`config.mk`:
```
export PLATFORM = sky130hd
export DESIGN_NAME = disp_scan_ctrl
export DESIGN_NICKNAME = d
export VERILOG_FILES = /design/src/rtl/disp_pkg.sv /design/src/rtl/disp_scan_ctrl_scan_tick.sv /design/src/rtl/disp_scan_ctrl.sv
export SDC_FILE = /design/constraint.sdc
export NUM_CORES = 1
export LEC_CHECK = 0
export CORE_MARGIN = 2
export CORE_UTILIZATION = 52
export DETAILED_ROUTE_END_ITERATION = 6
export GPL_TIMING_DRIVEN = 0
export PLACE_DENSITY_LB_ADDON = 0.05
export SYNTH_ARGS = -nofsm -noshare
export SYNTH_HDL_FRONTEND = slang
export SYNTH_HIERARCHICAL = 1
export SYNTH_SLANG_ARGS = --single-unit
export TNS_END_PERCENT = 5
```
`constraint.sdc`:
```
create_clock -name clk -period 2.19 [get_ports clk]
set_input_delay 0.5475 -clock clk [delete_from_list [all_inputs] [get_ports clk]]
set_output_delay 0.5475 -clock clk [all_outputs]
set_load 0.05 [all_outputs]
```
`src/rtl/disp_pkg.sv`:
```
// Shared constants and helpers for the 4-digit 7-segment scan controller.
// Anode patterns are active-low; AN_OFF darkens every digit.
package disp_pkg;

    localparam int DIGITS = 4;
    localparam logic [DIGITS-1:0] AN_OFF = 4'b1111;

    function automatic logic [DIGITS-1:0] onehot_low(input logic [1:0] idx);
        logic [DIGITS-1:0] one;
        one = 4'b0001;
        return ~(one << idx);
    endfunction

endpackage

```
`src/rtl/disp_scan_ctrl_scan_tick.sv`:
```
// Digit-slot timebase: free-running prescaler plus the 2-bit digit index.
// gap marks the last cycle of each slot, when the index advances.
module scan_tick #(
    parameter int DIV_BITS = 17
) (
    input  logic       clk,
    input  logic       rst,
    output logic [1:0] idx,
    output logic       gap
);

    logic [DIV_BITS-1:0] div_cnt;

    assign gap = &div_cnt;

    always_ff @(posedge clk) begin
        if (rst) begin
            div_cnt <= '0;
            idx     <= '0;
        end else begin
            div_cnt <= div_cnt + 1'b1;
            if (gap)
                idx <= idx + 2'd1;
        end
    end

endmodule

```
`src/rtl/disp_scan_ctrl.sv`:
```
// Scan controller for a 4-digit common-anode display: shadows the hex value and
// masks, then drives nibble/blank/point for the downstream decoder plus anodes.
module disp_scan_ctrl
    import disp_pkg::*;
#(
    parameter int DIV_BITS = 17
) (
    input  logic        clk,
    input  logic        rst,
    input  logic        load,
    input  logic [15:0] data_in,
    input  logic [3:0]  point_in,
    input  logic [3:0]  blank_in,
    input  logic        lzb,
    output logic [3:0]  HEX,
    output logic        LE,
    output logic        POINT,
    output logic [3:0]  AN
);

    logic [15:0]       data_q;
    logic [DIGITS-1:0] point_q;
    logic [DIGITS-1:0] blank_q;
    logic              lzb_q;

    logic [1:0]        idx;
    logic              gap;

    logic [DIGITS-1:0] nz;
    logic [DIGITS-1:0] upper_zero;
    logic [DIGITS-1:0] lz_blank;
    logic [3:0]        cur_nib;

    scan_tick #(.DIV_BITS(DIV_BITS)) u_tick (
        .clk (clk),
        .rst (rst),
        .idx (idx),
        .gap (gap)
    );

    always_ff @(posedge clk) begin
        if (rst) begin
            data_q  <= '0;
            point_q <= '0;
            blank_q <= '0;
            lzb_q   <= 1'b0;
        end else if (load) begin
            data_q  <= data_in;
            point_q <= point_in;
            blank_q <= blank_in;
            lzb_q   <= lzb;
        end
    end

    for (genvar i = 0; i < DIGITS; i++) begin : g_dig
        assign nz[i] = |data_q[4*i +: 4];
    end

    // upper_zero[i]: this nibble and all more-significant ones are zero
    always_comb begin
        upper_zero = '0;
        upper_zero[DIGITS-1] = ~nz[DIGITS-1];
        for (int i = DIGITS - 2; i >= 0; i--)
            upper_zero[i] = ~nz[i] & upper_zero[i+1];
        lz_blank = lzb_q ? {upper_zero[DIGITS-1:1], 1'b0} : '0;
    end

    assign cur_nib = data_q[{idx, 2'b00} +: 4];

    // Forced blank also kills POINT since the decoder's DP path ignores LE
    always_ff @(posedge clk) begin
        if (rst) begin
            AN    <= AN_OFF;
            HEX   <= '0;
            LE    <= 1'b1;
            POINT <= 1'b0;
        end else if (gap) begin
            AN    <= AN_OFF;
            HEX   <= cur_nib;
            LE    <= 1'b1;
            POINT <= 1'b0;
        end else begin
            AN    <= onehot_low(idx);
            HEX   <= cur_nib;
            LE    <= blank_q[idx] | lz_blank[idx];
            POINT <= point_q[idx] & ~blank_q[idx];
        end
    end

endmodule
```
==> out/qor.yml, run 1 <==
status: "completed"
grt_pass1_wl_um: 6600
antenna_left: 0
r2r_end: "u_tick/idx[1]"
end_kind: "flip-flop"
core_sq_um: 4030
path_clk_slew_ns: 0.08
hold_viol_final: 0
die_area_sq_um: 4740
row_count: 23
crit_start: "rst"
final_util: 0.669
diodes: 0
synth.distinct_cells: 31
yosysSeqAreaShare: 0.494
power.leakage_nw: 1.04
worstMarginPinSlew_ns: 0.501
syn_nets: 241
routed_wl_um: 3930
synthTopCellsByArea: "dfxtp_1 49%, mux2i_1 11%, nor2_1 6.2%, mux4_2 6.2%, nor2b_1 2.9%"
cts_tree: "done"
cts_buffer_depth: 2
wl_per_cell_um: 13.0
synth_adder_area_share: 0.0114
drc: 0
fmaxAchievable_mhz: 501
startpoint_type: "input pin"
grt_max_degree: 15
synth_compound_area_frac: 0.0446
fp.dieH_um: 68.9
fin_setup_tns_ns: 0
drv_slew: 0
hp-start: "lzb_q"
area_growth_pct: 23.2
postSynthAreaPerCell_sq_um: 10.4
muxShareOfSynthArea: 0.197
synth_top_cells_by_count: "54 x dfxtp_1, 36 x nor2_1, 25 x mux2i_1, 10 x nor2b_1, 9 x a21oi_1"
root_buffer: "clkbuf_8"
cp.required_ns: 2.37
ir_worst_vdd_mv: 0.446
synth_seq_cells: 54
hold_class: "reg -> reg"
slew_headroom: 0.665
pwr_density_cell_nw_per_um2: 653
synthSimpleGateAreaFrac: 0.201
cts_buffers: 5
nNetsFinal: 284
synth_edf_count: 0
cp_max_fo: 10
postCtsSetupRepairBufs: 0
hold_buffers: 0
place.gp.congestion: 0.830
clkSinkCount: 54
synth_top_cell_area_share: 0.494
initial_core_util: 0.543
syn_inst: 211
r2r_slack_ns: 0.23
viasPerCell: 5.22
cp-endpoint: "u_tick/idx[0]"
rsz0062_at_grt: "no"
worstSkewPairLatency_ns: 0.30
yosys.area_share.xor_xnor: 0.0200
ys.flop_type: "dfxtp_1"
arrival_ns: 2.17
crit_type: "in -> reg"
first_global_vias: 1491
clock_skew_ns: 0.00507
num_vias: 1582
num_io_pins: 38
die_w_um: 68.9
yosysMostFrequentCell: "dfxtp_1"
dr.first_iter.drc_count: 88
ff2ff_path_depth: 8
worst_hold_slack_ns: 0.461
synth_top_family_by_area: "simple AND/OR/NAND/NOR gates"
drv_cap: 0
synthArstFlopShare: 0
antenna_found_initial: 0
crit-reg2reg-launch: "u_tick/div_cnt[0]"
yosys_warnings: 6
groute.usage.overall: 0.190
dp_hpwl_um: 2950
finalSetupViolCount: 0
period_share: 0.912
synth_top_cell_by_area: "dfxtp_1"
io_buffer_count: 36
period_needed_ns: 2.00
fill_cells: 349
dr.pass1.iters: 4
drive_gt1_frac: 0.103
grt_overflow: 0
cts_max_level: 2
synth_area_sq_um: 2190
stage by stage:
stage	instances	power, mW	setup WS [ns]	instance area [sq um]
6_report	303	1.76	0.193	2700
3_3_place_gp	297	1.25	-0.174	2610
5_1_grt	303	1.84	0.0125	2700
3_5_place_dp	297	1.25	-0.146	2610
4_1_cts	303	1.79	0.155	2690
2_1_floorplan	211	1.17	0.423	2190
worst min path at each step:
stage | to | slack, ns | cells after the start
5_1_grt | LE | 0.51 | 2
6_report | LE | 0.46 | 2
3_5_place_dp | LE | 0.45 | 2
3_3_place_gp | LE | 0.46 | 2
2_1_floorplan | LE | 0.43 | 2
4_1_cts | LE | 0.47 | 2
sequential cells by signal, indices dropped and copies added, names as in the netlist:
name	cells
data_q	16
u_tick/div_cnt	17
HEX	4
u_tick/idx	2
LE	1
blank_q	4
lzb_q	1
AN	4
point_q	4
POINT	1
report_power, final:
group | total [mW] | switching (mW) | internal [mW]
clock network | 0.531 | 0.287 | 0.244
logic | 0.184 | 0.0832 | 0.101
registers | 1.04 | 0.0250 | 1.02
worst max-delay path, stage by stage:
cell and delay (ns):
clkdlybuf4s50_1 0.71, clkbuf_1 0.39, buf_1 0.43, nor2_1 0.09
cells by family (layout without fill, tap and decap cells):
kind of cell,Yosys count,after routing
and+or+nand+nor,84,84
DFF,54,54
muxes,35,35
AOI/OAI and AO/OA,17,17
buffers and inverters,14,56
xor gates and xnor gates,5,5
adders and majority gates,2,2
cells in the final DEF, fill, tap and decap left out, drive strengths merged, types with 4 or more instances in the layout:
master,count
a21oi,9
nor2b,10
nand2,5
clkbuf,10
buf,6
nor2,36
o31ai,5
mux2,4
dfxtp,54
clkdlybuf4s50,36
nand3,7
nor4,8
nand4,5
or4,4
inv,4
mux2i,25
mux4,6
per-layer routing:
layer | vias up | wire (um) | share of wire | global-route usage
li1 | 836 | - | - | -
met1 | 709 | 1830 | 0.46 | 0.230
met2 | 29 | 1840 | 0.47 | 0.325
met3 | 8 | 190 | 0.048 | 0.0406
met4 | 0 | 73 | 0.019 | 0.0809
met5 | - | 0 | 0 | 0
layout make-up:
cell class | instances | area (sq um) | area share
Buffer | 10 | 55.1 | 0.0204
Clock buffer | 6 | 82.6 | 0.0306
Inverter | 4 | 15.0 | 0.00557
Multi-Input combinational cell | 143 | 1040 | 0.386
Sequential cell | 54 | 1080 | 0.401
Tap cell | 50 | 62.6 | 0.0232
Timing Repair Buffer | 36 | 360 | 0.134
what timing repair did:
action | 4_1_cts | 5_1_grt
endpoints found under the setup margin | 0 | 1
gates resized for setup | 0 | 1
endpoints found under the hold margin | 0 | 0
Note: power is estimated with default switching activity, not from simulation.
==> run 2, diff against run 1 <==
--- a/config.mk
+++ b/config.mk
@@ -5,10 +5,12 @@
 export SDC_FILE = /design/constraint.sdc
 export NUM_CORES = 1
 export LEC_CHECK = 0
+export CORE_ASPECT_RATIO = 1.5
 export CORE_MARGIN = 2
 export CORE_UTILIZATION = 52
 export DETAILED_ROUTE_END_ITERATION = 6
 export GPL_TIMING_DRIVEN = 0
+export HOLD_SLACK_MARGIN = 0.03
 export PLACE_DENSITY_LB_ADDON = 0.05
 export SYNTH_ARGS = -nofsm -noshare
 export SYNTH_HDL_FRONTEND = slang
==> run 2 against run 1 <==
Critical path type unchanged; clock power rose by 16%; clock skew shrank 0.0017 ns; non-clock buffer count is the same; worst hold slack better by 0.0061 ns; largest power group unchanged; sequential share of layout area down 0.37 points; clock-buffer cell count grew 2; highest routed layer unchanged; critical endpoint unchanged; die area increased by 0.22%.
==> out/qor.yml, run 2 (synthesis gave the netlist of run 1 again) <==
crit_slowest_cell: "clkdlybuf4s50_1"
drt-met1-wl_um: 1640
final_common_cell: "dfxtp_1"
num_io_pins: 38
die_area_sq_um: 4750
antenna_found_initial: 0
io_buffer_count: 36
clkSinkCount: 54
r2r_slack_ns: 0.19
top_layer_used: "met4"
r2r_end: "u_tick/idx[1]"
worstSkewPairLatency_ns: 0.29
worstMarginPinSlew_ns: 0.493
dp_hpwl_um: 3180
cts_buffer_depth: 2
arrival_ns: 2.21
crit-reg2reg-launch: "u_tick/div_cnt[0]"
slew_headroom: 0.670
final_util: 0.681
met3_length_um: 153
drv_cap: 0
end_kind: "flip-flop"
fin_setup_tns_ns: 0
ff_latch_area_sq_um: 1080
drc: 0
diodes: 0
path_clk_slew_ns: 0.09
internal_power_mw: 1.44
place.gp.congestion: 0.786
ff2ff_path_depth: 8
multi_input_comb_area_sq_um: 1040
cts_buffers: 5
pwr-share-clk: 0.333
finalSetupViolCount: 0
grt_overflow: 0
min_to: "LE"
period_needed_ns: 2.04
pwr_density_cell_nw_per_um2: 678
row_count: 28
grt_pass1_wl_um: 7310
fp.dieH_um: 83.5
initial_core_util: 0.548
hold_viol_final: 0
ir_worst_vdd_mv: 0.494
combPwrFrac: 0.101
routed_wl_um: 4150
largest_reg_flops: 17
fill_cells: 338
power_mw: 1.85
fmaxAchievable_mhz: 490
antenna_left: 0
first_global_vias: 1670
drive_gt1_frac: 0.110
p_seq_frac: 0.566
most-common-layout-cells: "54 x dfxtp_1, 36 x nor2_1, 36 x clkdlybuf4s50_1, 25 x mux2i_1, 10 x nor2b_1"
status: "completed"
nNetsFinal: 284
top_regs: "u_tick/div_cnt: 17 flops, data_q: 16 flops"
cts_max_level: 2
dr.pass1.iters: 4
cts_tree: "done"
viasPerCell: 5.46
clock_skew_ns: 0.00337
drv_slew: 0
sw_frac_of_total: 0.220
crit_type: "in -> reg"
whs_path_depth: 2
die_w_um: 57.0
period_share: 0.932
hold_class: "reg -> reg"
groute.usage.overall: 0.191
wl_per_cell_um: 13.8
cp_max_fo: 10
hp-start: "lzb_q"
postCtsSetupRepairBufs: 0
root_buffer: "clkbuf_8"
switching_power_mw: 0.406
power.leakage_nw: 1.05
grt_max_degree: 16
cp.required_ns: 2.36
dr.first_iter.drc_count: 29
num_vias: 1637
core_sq_um: 3990
crit_chain: "clkdlybuf4s50_1 -> clkbuf_1 -> buf_1 -> nor2_1"
critPathMaxStageDelay_ns: 0.72
detailroute.wirelength.met2_um: 2300
area_growth_pct: 24.4
rsz0062_at_grt: "no"
regMostFlops: "u_tick/div_cnt"
startpoint_type: "input pin"
[run 2: changes by cell type in the layout (fill, tap and decap cells not counted)]
cell and change:
nor4_2 +1, clkbuf_8 +2, ha_2 -1, nor4_1 -1, ha_1 +1
[run 2: layout make-up]
type	instances	share of cell area
Tap cell	45	0.0207
Timing Repair Buffer	36	0.132
Buffer	10	0.0202
Sequential cell	54	0.397
Multi-Input combinational cell	143	0.383
Clock buffer	8	0.0405
Inverter	4	0.00552
[run 2: routing by layer]
metal  global-route usage  vias to the layer above
met3               0.0357                        6
met5                    0                        -
met2                0.359                       26
met4               0.0571                        0
met1                0.210                      773
li1                     -                      832
[run 2: metrics by stage]
| step | area [sq um] | instances | setup slack (ns) | hold slack (ns) |
|---|---|---|---|---|
| floorplan | 2190 | 211 | 0.423 | 0.434 |
| global placement | 2610 | 292 | -0.168 | 0.457 |
| detailed placement | 2610 | 292 | -0.210 | 0.460 |
| CTS | 2720 | 300 | 0.112 | 0.469 |
| global route | 2720 | 300 | 0.00468 | 0.498 |
| finish | 2720 | 300 | 0.149 | 0.467 |
[run 2: repair_timing]
item | CTS | global route
gates resized for setup | 0 | 1
hold buffers | 0 | 0
setup endpoints to repair | 0 | 1
[run 2: worst max path at each step]
stage                            startpoint                end  slack [ns]  cells after the start
after detailed placement                rst      u_tick/idx[0]       -0.21                      4
after CTS                               rst      u_tick/idx[0]        0.11                      4
after global placement                  rst  u_tick/div_cnt[3]       -0.17                      4
after global routing                    rst  u_tick/div_cnt[2]       0.005                      4
final                                   rst      u_tick/idx[0]        0.15                      4
after floorplan           u_tick/div_cnt[0]      u_tick/idx[1]        0.42                      8
[run 2: power groups by stage]
stage	Combinational (mW)	Sequential (mW)	Clock (mW)
3_3_place_gp	0.186	1.07	0
2_1_floorplan	0.0890	1.08	0
4_1_cts	0.189	1.04	0.631
5_1_grt	0.205	1.05	0.666
6_report	0.186	1.04	0.616
3_5_place_dp	0.188	1.07	0
[run 2: critical path, delay by kind of cell]
family                 cells  cell delay [ns]
buffers and inverters      3             1.55
and+or+nand+nor            1             0.10
==> patch 1: new RTL, config.mk and constraints of run 1 <==
Register the output `AN` once more; this adds one clock of latency there. The other outputs are not delayed to match.
--- a/src/rtl/disp_scan_ctrl.sv
+++ b/src/rtl/disp_scan_ctrl.sv
@@ -17,6 +17,8 @@
     output logic        POINT,
     output logic [3:0]  AN
 );
+
+    logic [3:0] AN_s0;
 
     logic [15:0]       data_q;
     logic [DIGITS-1:0] point_q;
@@ -70,21 +72,25 @@
     // Forced blank also kills POINT since the decoder's DP path ignores LE
     always_ff @(posedge clk) begin
         if (rst) begin
-            AN    <= AN_OFF;
+            AN_s0 <= AN_OFF;
             HEX   <= '0;
             LE    <= 1'b1;
             POINT <= 1'b0;
         end else if (gap) begin
-            AN    <= AN_OFF;
+            AN_s0 <= AN_OFF;
             HEX   <= cur_nib;
             LE    <= 1'b1;
             POINT <= 1'b0;
         end else begin
-            AN    <= onehot_low(idx);
+            AN_s0 <= onehot_low(idx);
             HEX   <= cur_nib;
             LE    <= blank_q[idx] | lz_blank[idx];
             POINT <= point_q[idx] & ~blank_q[idx];
         end
     end
 
+    always_ff @(posedge clk) begin
+        AN <= AN_s0;
+    end
+
 endmodule
Check against the original RTL: not equivalent (Yosys sat finds a counterexample within 4 cycles, from zero or initial values and one cycle with rst high).
==> patch 1 against run 1 <==
- design area increased by 6.3%
- routed wire length increased by 6.5%
- total power increased by 22%
- critical path depth increased by 4
- sequential cell count increased by 4
- setup slack improved by 0.0097 ns
- area after synthesis increased by 3.7%
- sequential share of layout area increased by 0.41 points
- clock power increased by 60%
- highest routed layer unchanged
==> patch 1: results (changes against run 1) <==
Metal-1 WL 2150 µm (+17%); Netlist cell types 31 (unchanged); Layout area overhead 26.4%; Starting DRT DRC Count 80 (-9.1%); Fillers 360 (+3.2%); met1 Usage GRT 26.7% (+3.7 points); Worst slew margin 66.1% (-0.45 points); Final nets 292 (+2.8%); top post-synthesis cells by area dfxtp_1 (51%), mux2i_1 (11%), nor2_1 (6.0%); hold depth 0 (-2); Worst EP arrival 2.20 ns (+0.03 ns); synth cell count leaders dfxtp_1 (58), nor2_1 (36), mux2i_1 (25), nor2b_1 (10), a21oi_1 (9); Tot GR Track Use 19.6% (+0.64 points); syn_area_per_cell 10.6 µm² (+1.7%); Worst Skew 0.00537 ns (+0.000303 ns); ys async rst share 0% (unchanged); Final HPWL DP 2960 µm (+0.40%); met3 Use GR 7.22% (+3.2 points); H-tree depth 3 (+1); CP delay by family, top simple AND/OR/NAND/NOR gates; main flop type after synthesis dfxtp_1; Hold Path End AN[1]; Crit-path slowest cell dfxtp_1; WL met2 1730 µm (-6.1%); DR vias 1682 (+6.3%); Peak supply drop 0.469 mV (+5.1%); CTS clk-pin slew, worst paths 0.06 ns (-0.02 ns); hold_ws 0.322 ns (-0.140 ns); Synth Area in Adders 1.10% (-0.040 points); post-synthesis sequential area ratio 51.2% (+1.8 points); Post-Synth XOR/XNOR Area 1.93% (-0.071 points); hold path start AN_s0[1]; Compound-Gate Fraction of Synth Area 4.30% (-0.16 points); Reg2Reg Setup Slack 0.20 ns (-0.03 ns); Root Driver clkbuf_8; post-CTS setup buffers 0 (unchanged); clk_lat worst skew 0.34 ns (+0.04 ns); DP Cell Count 303 (+2.0%); worst reg-to-reg path cell count 8 (unchanged); Net Count, Synth 245 (+1.7%); CP peak stage delay 0.41 ns (-0.30 ns); gpl congestion 0.807 (-2.7%); WL met3 231 µm (+22%); Post-Place Setup Slack -0.162 ns (-0.0160 ns); Num CTS Buffers 9 (+4); first-pass GRT wire length 7410 µm (+12%); number of flip-flops in the largest register 17 (unchanged); mux contribution to synthesized area 19.0% (-0.69 points); Placed Area 2690 µm² (+3.2%); drt total wl 4190 µm (+6.5%); outcome complete, no violations; drt wl/cell 13.2 µm (+1.4%); largest net degree at the start of global routing 11 (-4); share of layout cells above drive strength 1 12.8% (+2.5 points); GR Util met2 27.7% (-4.7 points); vias in the first global route 1572 (+5.4%)
==> patch 1: repair_timing <==
action / CTS / global route
resized for setup: 0 / 1
hold endpoints to repair: 0 / 0
setup endpoints to repair: 0 / 1
==> patch 1: layout make-up <==
cell class,count,area [µm²],area share (%)
Inverter,4,15.0,0.524
Clock inverter,3,15.0,0.524
Clock buffer,12,155,5.41
Buffer,10,55.1,1.92
Multi-Input combinational cell,143,1040,36.3
Timing Repair Buffer,36,360,12.6
Tap cell,52,65.1,2.27
Sequential cell,58,1160,40.5
==> patch 1: kinds of logic after synthesis <==
group | Yosys count
XOR/XNOR | 5
flip-flops | 58
buffers and inverters | 14
adder cells (fa/ha/maj) | 2
multiplexers | 35
AO/OA/AOI/OAI | 17
AND/OR/NAND/NOR | 84
==> patch 1: worst register-to-register path, stage by stage, from the launching register on <==
cell and delay [ns]:
dfxtp_1 0.41, ha_2 0.26, nand4_4 0.18, nor4_1 0.29, and2_1 0.17, ha_1 0.28, nand2_1 0.09, xor2_1 0.14
nor2_1 0.05
==> patch 1: how the worst max path moves through the flow <==
stage,to,slack [ns],start,cells after the start
floorplan,u_tick/idx[1],0.42,u_tick/div_cnt[0],8
global placement,u_tick/div_cnt[3],-0.18,rst,4
detailed placement,u_tick/div_cnt[3],-0.16,rst,4
CTS,u_tick/idx[1],0.17,u_tick/div_cnt[0],8
global route,u_tick/idx[1],0.008,u_tick/div_cnt[0],8
finish,u_tick/idx[1],0.20,u_tick/div_cnt[0],8
==> patch 1: where the power goes <==
part / total, mW / switching, mW / internal, mW
Clock: 0.849 / 0.390 / 0.459
Combinational: 0.186 / 0.0840 / 0.102
Sequential: 1.12 / 0.0254 / 1.09
==> patch 2: new RTL, config.mk and constraints of run 1 <==
Without the edit above. `DIV_BITS` is set to 17 in 2 places; all go to 13.
--- a/src/rtl/disp_scan_ctrl_scan_tick.sv
+++ b/src/rtl/disp_scan_ctrl_scan_tick.sv
@@ -1,7 +1,7 @@
 // Digit-slot timebase: free-running prescaler plus the 2-bit digit index.
 // gap marks the last cycle of each slot, when the index advances.
 module scan_tick #(
-    parameter int DIV_BITS = 17
+    parameter int DIV_BITS = 13
 ) (
     input  logic       clk,
     input  logic       rst,
--- a/src/rtl/disp_scan_ctrl.sv
+++ b/src/rtl/disp_scan_ctrl.sv
@@ -3,7 +3,7 @@
 module disp_scan_ctrl
     import disp_pkg::*;
 #(
-    parameter int DIV_BITS = 17
+    parameter int DIV_BITS = 13
 ) (
     input  logic        clk,
     input  logic        rst,
Behaviour: no difference found for any inputs over 10 cycles, from zero or initial values and one cycle with rst high; that may be too few to reach the edited logic, so the function may still have changed.
==> patch 2 against run 1 <==
- fmax rose by 0.93%
- sequential share of layout area fell by 0.15 points
- utilization is 1.5 points higher
- first-iteration DRC count up 4.5%
- setup slack improved by 0.018 ns
- count of clock-buffer cells in the layout rose by 1
- area after synthesis shrank 8.9%
- design area fell by 7.1%
- register-to-register slack gained 0.24 ns
- total power decreased by 3.8%
- routed wire length shrank 0.81%
- sequential cell count fell by 4
- synthesized cell count decreased by 10%
- critical endpoint is now HEX[3]
- largest cell class unchanged
==> patch 2: results (changes against run 1) <==
Worst EP arrival 1.43 ns (-0.74 ns); Critical path origin HEX[3]; Crit Path Max Fanout 1 (-9); Final nets 262 (-7.7%); biggest regs data_q x16, u_tick/div_cnt x13; Compound-Gate Fraction of Synth Area 5.40% (+0.94 points); Peak supply drop 0.363 mV (-19%); Post-Place Setup Slack 0.105 ns (+0.251 ns); outcome complete, no violations; Net Count, Synth 219 (-9.1%); top post-synthesis cells by area dfxtp_1 (50%), mux2i_1 (13%), mux4_2 (6.8%); first-pass GRT wire length 6500 µm (-1.5%); Reg2Reg Launch Point u_tick/div_cnt[7]; Synth Area in Adders 0.627% (-0.52 points); gpl congestion 0.753 (-9.3%); critical path endpoint HEX[3]; Tot GR Track Use 20.1% (+1.1 points); Leak 0.959 nW (-7.4%); Reg2Reg Setup Slack 0.47 ns (+0.24 ns); CP startpoint kind flop; drt wl/cell 13.8 µm (+6.6%); Starting DRT DRC Count 92 (+4.5%); post-synthesis sequential area ratio 50.2% (+0.79 points); Placed Area 2410 µm² (-7.5%); Worst slew margin 66.7% (+0.15 points); Post-Synth XOR/XNOR Area 1.32% (-0.68 points); Vias/cell 5.34 (+2.4%)
## patch 2: cells by family after synthesis
| logic type | Yosys count |
|---|---|
| XOR/XNOR | 3 |
| multiplexers | 33 |
| buffers and inverters | 13 |
| AO/OA/AOI/OAI | 19 |
| AND/OR/NAND/NOR | 71 |
| flip-flops | 50 |
| adder cells (fa/ha/maj) | 1 |
## patch 2: final cells by class
type | count | area [µm²]
clock inverters | 1 | 5.00
multi-input cells | 127 | 920
well taps | 48 | 60.1
plain buffers | 11 | 66.3
flip-flops and latches | 50 | 1000
repair buffers | 36 | 360
inverters | 2 | 7.51
clock buffers | 7 | 86.3
fillers | 301 | 1150
## patch 2: through the flow
stage	hold WS (ns)	utilization [%]	instances
after detailed placement	0.472	66.0	274
after floorplan	0.430	-	190
after global placement	0.442	66.0	274
after global routing	0.509	68.5	282
final	0.482	68.5	282
after CTS	0.490	68.5	282
## patch 2: worst min path at each step
stage | endpoint | slack (ns)
6_report | u_tick/div_cnt[0] | 0.48
5_1_grt | u_tick/div_cnt[0] | 0.51
4_1_cts | LE | 0.49
3_5_place_dp | u_tick/div_cnt[0] | 0.47
3_3_place_gp | u_tick/div_cnt[0] | 0.44
2_1_floorplan | u_tick/div_cnt[0] | 0.43
## patch 2: layer usage
metal	GRT usage, %	up-vias	wire length (µm)
met5	0	-	0
li1	-	757	-
met1	26.4	703	1920
met4	11.2	0	70
met2	30.6	39	1690
met3	4.60	8	219
## patch 2: report_power, final
group          switching, mW  internal (mW)  leakage, nW  total, mW
logic                 0.0814          0.101        0.501      0.182
clock network          0.285          0.255       0.0482      0.540
registers             0.0248          0.946        0.410      0.971
total                  0.391           1.30        0.959       1.69
